$ cat src/rtl/uart_tx_arbiter.sv
// ---------------------------------------------------------------------------
// uart_tx_arbiter
//
// Shares one UART transmitter between two hart IO ports (A and B). Each port
// writes characters into its own small FIFO. A round-robin arbiter drains the
// two FIFOs into a registered valid/ready output stage that feeds the UART.
// The per-port full flags are the "UART busy" poll bits seen by each hart.
//
// Ports:
//   i_clk      system clock
//   i_rst      synchronous active-high reset
//   i_a_valid  port A write strobe
//   i_a_data   port A character
//   o_a_full   port A FIFO holds DEPTH entries
//   o_a_drop   one-cycle pulse: a port A write was discarded
//   i_b_valid  port B write strobe
//   i_b_data   port B character
//   o_b_full   port B FIFO holds DEPTH entries
//   o_b_drop   one-cycle pulse: a port B write was discarded
//   o_valid    character offered to the UART
//   o_data     character to the UART
//   i_ready    UART ready (accepts o_data when o_valid is also high)
//   o_idle     both FIFOs empty and nothing offered
// ---------------------------------------------------------------------------

// ---------------------------------------------------------------------------
// uart_tx_fifo
//
// Per-port byte FIFO. Full and empty come from an occupancy counter so the
// pointers may wrap freely. A write while full is discarded and reported by a
// registered one-cycle drop pulse. A write while full is rejected even when a
// pop happens on the same edge.
//
// Ports:
//   clk       clock
//   rst       synchronous active-high reset
//   wr_valid  write strobe
//   wr_data   write character
//   pop       remove the head entry (ignored when empty)
//   rd_data   head entry (valid when not empty)
//   full      FIFO holds DEPTH entries
//   empty     FIFO holds no entries
//   drop      one-cycle pulse after a discarded write
// ---------------------------------------------------------------------------
module uart_tx_fifo #(
  parameter int DW    = 8,
  parameter int DEPTH = 4
) (
  input  logic          clk,
  input  logic          rst,
  input  logic          wr_valid,
  input  logic [DW-1:0] wr_data,
  input  logic          pop,
  output logic [DW-1:0] rd_data,
  output logic          full,
  output logic          empty,
  output logic          drop
);

  localparam int AW = $clog2(DEPTH);
  localparam int CW = $clog2(DEPTH) + 1;

  localparam logic [CW-1:0] CNT_ZERO = CW'(0);
  localparam logic [CW-1:0] CNT_ONE  = CW'(1);
  localparam logic [CW-1:0] CNT_FULL = CW'(DEPTH);
  localparam logic [AW-1:0] PTR_ZERO = AW'(0);
  localparam logic [AW-1:0] PTR_ONE  = AW'(1);

  logic [DW-1:0] mem_r [DEPTH];
  logic [AW-1:0] wr_ptr_r;
  logic [AW-1:0] rd_ptr_r;
  logic [CW-1:0] count_r;
  logic          drop_r;

  logic          full_s;
  logic          empty_s;
  logic          push_s;
  logic          pop_s;

  // Occupancy flags and accepted push/pop qualifiers from pre-edge state.
  always_comb begin
    full_s  = (count_r == CNT_FULL);
    empty_s = (count_r == CNT_ZERO);
    push_s  = wr_valid & ~full_s;
    pop_s   = pop & ~empty_s;
  end

  // Character storage; contents are don't-care until written, so no reset.
  always_ff @(posedge clk) begin
    if (push_s) begin
      mem_r[wr_ptr_r] <= wr_data;
    end
  end

  // Pointers wrap naturally because DEPTH is a power of two.
  always_ff @(posedge clk) begin
    if (rst) begin
      wr_ptr_r <= PTR_ZERO;
      rd_ptr_r <= PTR_ZERO;
    end else begin
      if (push_s) begin
        wr_ptr_r <= wr_ptr_r + PTR_ONE;
      end
      if (pop_s) begin
        rd_ptr_r <= rd_ptr_r + PTR_ONE;
      end
    end
  end

  // Occupancy counter; simultaneous push and pop leave it unchanged.
  always_ff @(posedge clk) begin
    if (rst) begin
      count_r <= CNT_ZERO;
    end else begin
      case ({push_s, pop_s})
        2'b10:   count_r <= count_r + CNT_ONE;
        2'b01:   count_r <= count_r - CNT_ONE;
        default: count_r <= count_r;
      endcase
    end
  end

  // Drop pulse: high for exactly the cycle after a rejected write.
  always_ff @(posedge clk) begin
    if (rst) begin
      drop_r <= 1'b0;
    end else begin
      drop_r <= wr_valid & full_s;
    end
  end

  // Output drive.
  always_comb begin
    rd_data = mem_r[rd_ptr_r];
    full    = full_s;
    empty   = empty_s;
    drop    = drop_r;
  end

endmodule

// ---------------------------------------------------------------------------
// uart_tx_arbiter (top)
// ---------------------------------------------------------------------------
module uart_tx_arbiter #(
  parameter int DW    = 8,
  parameter int DEPTH = 4
) (
  input  logic          i_clk,
  input  logic          i_rst,
  input  logic          i_a_valid,
  input  logic [DW-1:0] i_a_data,
  output logic          o_a_full,
  output logic          o_a_drop,
  input  logic          i_b_valid,
  input  logic [DW-1:0] i_b_data,
  output logic          o_b_full,
  output logic          o_b_drop,
  output logic          o_valid,
  output logic [DW-1:0] o_data,
  input  logic          i_ready,
  output logic          o_idle
);

  logic [DW-1:0] a_rd_s;
  logic [DW-1:0] b_rd_s;
  logic          a_full_s;
  logic          b_full_s;
  logic          a_empty_s;
  logic          b_empty_s;
  logic          a_drop_s;
  logic          b_drop_s;

  logic          xfer_s;
  logic          load_s;
  logic          pop_a_s;
  logic          pop_b_s;

  logic          valid_r;
  logic [DW-1:0] data_r;
  // 1: port B was granted last, so A wins the next contention.
  logic          last_grant_b_r;

  uart_tx_fifo #(
    .DW    (DW),
    .DEPTH (DEPTH)
  ) u_fifo_a (
    .clk      (i_clk),
    .rst      (i_rst),
    .wr_valid (i_a_valid),
    .wr_data  (i_a_data),
    .pop      (pop_a_s),
    .rd_data  (a_rd_s),
    .full     (a_full_s),
    .empty    (a_empty_s),
    .drop     (a_drop_s)
  );

  uart_tx_fifo #(
    .DW    (DW),
    .DEPTH (DEPTH)
  ) u_fifo_b (
    .clk      (i_clk),
    .rst      (i_rst),
    .wr_valid (i_b_valid),
    .wr_data  (i_b_data),
    .pop      (pop_b_s),
    .rd_data  (b_rd_s),
    .full     (b_full_s),
    .empty    (b_empty_s),
    .drop     (b_drop_s)
  );

  // Round-robin grant: the output stage reloads when empty or on a transfer.
  always_comb begin
    xfer_s  = valid_r & i_ready;
    load_s  = ~valid_r | xfer_s;
    pop_a_s = 1'b0;
    pop_b_s = 1'b0;
    if (load_s) begin
      if (~a_empty_s & ~b_empty_s) begin
        if (last_grant_b_r) begin
          pop_a_s = 1'b1;
        end else begin
          pop_b_s = 1'b1;
        end
      end else if (~a_empty_s) begin
        pop_a_s = 1'b1;
      end else if (~b_empty_s) begin
        pop_b_s = 1'b1;
      end else begin
        pop_a_s = 1'b0;
        pop_b_s = 1'b0;
      end
    end else begin
      pop_a_s = 1'b0;
      pop_b_s = 1'b0;
    end
  end

  // Output stage: holds the offered character stable until the UART takes it.
  always_ff @(posedge i_clk) begin
    if (i_rst) begin
      valid_r        <= 1'b0;
      data_r         <= {DW{1'b0}};
      last_grant_b_r <= 1'b1;
    end else if (load_s) begin
      if (pop_a_s) begin
        valid_r        <= 1'b1;
        data_r         <= a_rd_s;
        last_grant_b_r <= 1'b0;
      end else if (pop_b_s) begin
        valid_r        <= 1'b1;
        data_r         <= b_rd_s;
        last_grant_b_r <= 1'b1;
      end else begin
        valid_r <= 1'b0;
      end
    end
  end

  // Output drive; full and idle are decoded from current state.
  always_comb begin
    o_valid  = valid_r;
    o_data   = data_r;
    o_a_full = a_full_s;
    o_b_full = b_full_s;
    o_a_drop = a_drop_s;
    o_b_drop = b_drop_s;
    o_idle   = a_empty_s & b_empty_s & ~valid_r;
  end

endmodule

$ cat config.mk
export PLATFORM = sky130hd
export DESIGN_NAME = uart_tx_arbiter
export DESIGN_NICKNAME = d
export VERILOG_FILES = /design/src/rtl/uart_tx_arbiter.sv
export SDC_FILE = /design/constraint.sdc
export NUM_CORES = 1
export LEC_CHECK = 0
export ABC_AREA = 1
export ABC_CLOCK_PERIOD_IN_PS = 2600
export BUFFER_PORTS_ARGS = -buffer_cell sky130_fd_sc_hd__buf_4
export CORE_ASPECT_RATIO = 1.2
export CORE_MARGIN = 2
export CORE_UTILIZATION = 59
export DETAILED_ROUTE_END_ITERATION = 8
export GPL_ROUTABILITY_DRIVEN = 0
export PLACE_DENSITY_LB_ADDON = 0.3
export SKIP_CTS_REPAIR_TIMING = 1
export SLEW_MARGIN = 20
export SYNTH_ARGS = -nofsm -noshare
export SYNTH_HDL_FRONTEND = slang
export SYNTH_SLANG_ARGS = --single-unit
$ cat constraint.sdc
create_clock -name i_clk -period 2.6 [get_ports i_clk]
set_input_delay 0.13 -clock i_clk [delete_from_list [all_inputs] [get_ports i_clk]]
set_output_delay 0.13 -clock i_clk [all_outputs]
set_load 0.01 [all_outputs]
==> impl_metrics.py <==
metrics = {
    "clock_network": {
        "cts_root_buf": "clkbuf_8",
        "numCtsBuffers": 9,
        "clock_path_buffers": 2,
        "clock_sinks": 94,
        "h-tree-depth": 3,
        "cts.clk_slew.worst_paths_ns": 0.09,
        "insertion_delay_ns": 0.35,
        "cts_tree": "done",
    },
    "timing": {
        "fmax_mhz": 455,
        "timing_max_transition_violations_final": 0,
        "post-route-period-util_pct": 84.5,
        "slew_headroom_pct": 46.1,
        "finClkSkew_ns": 0.00375,
        "tns_ns": 0,
        "setup_viol": 0,
        "final-hold-violation-count": 0,
        "rsz0062_at_grt": "false",
        "fin_ws_ns": 0.402,
        "worst_slew_pin_slew_ns": 0.806,
        "min_period_ns": 2.20,
    },
    "detailed_routing": {
        "num_vias": 2772,
        "remaining_drc_errors": 0,
        "drtAntennaViolNets": 0,
        "routed_wirelength_mm": 7.50,
        "routed_via_density": 5.23,
        "wl_per_cell_microns": 14.1,
        "first_iter_violations": 247,
        "first_pass_iters": 4,
    },
    "hold_path": {
        "hp-class": "in2reg",
        "holdPathStages": 3,
        "hp-start": "i_a_valid",
    },
    "worst_setup_path": {
        "start_kind": "register",
        "criticalPathCategory": "reg2reg",
        "reg2regPathDepth": 12,
        "worstSetupEndpointType": "register",
        "path_max_fanout": 4,
        "reg2reg_from": "u_fifo_a.count_r[0]",
        "startpoint": "u_fifo_a.count_r[0]",
        "cp_data_required_time_ns": 2.84,
        "worstPathArrival_ns": 2.44,
    },
    "place": {
        "portBuffers": 34,
        "place_area_sq_um": 4290,
        "pre_cts_ws_ns": 0.401,
        "hpwl_mm": 4.98,
        "place_inst": 498,
    },
    "layout": {
        "finalNetCount": 472,
        "drive_gt1_share_pct": 16.9,
        "num_antenna_cells": 0,
        "final_cell_count_no_fill": 530,
        "finish.instance_area_sq_um": 4650,
        "syn_to_final_growth_pct": 17.7,
    },
    "synthesis": {
        "ys_types": 26,
        "async_flop_share_pct": 0,
        "synthFlopType": "edfxtp_1",
        "synth_edf_count": 64,
        "synthTopCellsByArea": "edfxtp_1 (49%), dfxtp_1 (15%), nand2_1 (7.6%)",
        "syn_nets": 417,
        "synthCells": 385,
        "synth_warnings": 0,
        "yosys.cell_count.top_type": "nand2_1",
        "synth_commonest_cells": "nand2_1 (80), edfxtp_1 (64), nor2_1 (44)",
        "synth_top_area_share_pct": 48.7,
        "synth_area_per_cell_sq_um": 10.3,
        "synth-seq-cells": 94,
        "ys_seq_area_share_pct": 63.9,
        "synth_area_leader_cell": "edfxtp_1",
        "syn-cell-area_sq_um": 3950,
    },
    "global_routing": {
        "grt_use_met1_pct": 27.1,
        "grt_pass1_wl_mm": 11.8,
        "grt_pass1_vias": 2610,
        "antenna_found_initial": 0,
        "grt.met3_usage_pct": 4.63,
        "grt_max_degree": 18,
        "grt.met2_usage_pct": 36.2,
        "grt_use_total_pct": 21.4,
        "grt-busiest-layer": "met2",
        "overflow": 0,
    },
    "power_and_ir_drop": {
        "power_switching_mw": 1.89,
        "p_int_mw": 3.02,
        "vdd.ir_drop.worst_uv": 1020,
        "swShare_pct": 38.5,
        "power.leakage_nw": 1.90,
        "clkPwrFrac_pct": 19.5,
        "combinationalPowerShare_pct": 39.1,
        "power_density_nw_per_um2": 1060,
        "pwr-share-seq_pct": 41.4,
    },
    "job": {
        "drv_cap": 0,
    },
    "floorplanning": {
        "dieHeight_microns": 93.6,
        "design.die.area_sq_um": 7370,
        "pin_count": 35,
        "floorplan.die.width_microns": 78.7,
        "initial_core_util_pct": 61.3,
        "placementRows": 32,
        "core_sq_um": 6450,
    },
    "status": {
        "status": "finished clean",
    },
}
## critical path, stage by stage (launching register included)
cell and delay [ns]:
dfxtp_1 0.38, nor2_4 0.17, nand2_1 0.10, nand2_1 0.08
nand3_2 0.13, inv_1 0.11, ha_1 0.15, inv_1 0.07
fa_1 0.37, a21oi_1 0.14, o21ai_0 0.13, o21ai_0 0.19
a21oi_1 0.06
## path summary, 6_finish.rpt
kind	end	slack [ns]
worst min-delay path	u_fifo_a.drop	0.02
worst max register to register	u_fifo_b.count_r[2]	0.40
worst min register to register	o_data[1]	0.47
worst max-delay path	u_fifo_b.count_r[2]	0.40
## per-layer routing
| layer | share of wire, % | vias up |
|---|---|---|
| li1 | - | 1383 |
| met1 | 44 | 1317 |
| met2 | 51 | 62 |
| met3 | 3.8 | 10 |
| met4 | 1.6 | 0 |
| met5 | 0 | - |
## cells in the final DEF (no fill, tap or decap)
cell	n
nand2_1	80
edfxtp_1	64
nor2_1	44
buf_4	41
inv_1	38
nand3_1	34
dfxtp_1	30
a21oi_1	24
o21ai_0	20
dlygate4sd3_1	16
clkbuf_8	10
ha_1	9
inv_2	4
nand2_4	4
o21ai_1	4
nand2_2	3
nand4_1	3
clkinv_2	3
nor2_4	2
nor2_2	2
nand3_2	2
fa_1	2
nor3_1	1
a21oi_4	1
o211ai_1	1
bufinv_16	1
clkinvlp_4	1
clkinv_4	1
## power by group through the flow
| stage | Clock (mW) | Sequential, mW | Combinational [mW] |
|---|---|---|---|
| final | 0.960 | 2.03 | 1.92 |
| after global routing | 1.03 | 2.06 | 2.17 |
| after CTS | 0.967 | 2.03 | 1.91 |
| after detailed placement | 0 | 2.06 | 1.90 |
| after global placement | 0 | 2.05 | 1.82 |
| after floorplan | 0 | 2.04 | 1.41 |
## logic make-up after synthesis
kind of cell | Yosys count | share of synthesized area (%)
buffers and inverters | 55 | 5.86
adder cells (fa/ha/maj) | 11 | 3.87
flip-flops | 94 | 63.9
AND/OR/NAND/NOR | 175 | 19.7
AO/OA/AOI/OAI | 50 | 6.69
## final cells by class
type,count,area (sq um)
flip-flops and latches,94,2520
fillers,462,1800
multi-input cells,236,1190
repair buffers,57,468
inverters,42,158
clock buffers,10,138
well taps,85,106
clock inverters,6,61.3
## flip-flops by register name (all words and copies together) (netlist names), named ones only
name and cells:
last_grant_b_r 1, o_data 8, o_valid 1, u_fifo_a.count_r 3
u_fifo_a.drop 1, u_fifo_a.mem_r 32, u_fifo_a.rd_ptr_r 2, u_fifo_a.wr_ptr_r 2
u_fifo_b.count_r 3, u_fifo_b.drop 1, u_fifo_b.mem_r 32, u_fifo_b.rd_ptr_r 2
u_fifo_b.wr_ptr_r 2
## stage by stage
| step | hold slack [ns] | power, mW | utilization (%) |
|---|---|---|---|
| 6_report | 0.0249 | 4.91 | 72.1 |
| 3_3_place_gp | 0.331 | 3.87 | 66.5 |
| 2_1_floorplan | 0.229 | 3.45 | - |
| 4_1_cts | -0.0352 | 4.91 | 69.6 |
| 3_5_place_dp | 0.334 | 3.96 | 66.5 |
| 5_1_grt | 0.00273 | 5.26 | 72.1 |
No activity file was read; power rests on OpenSTA's default activity.
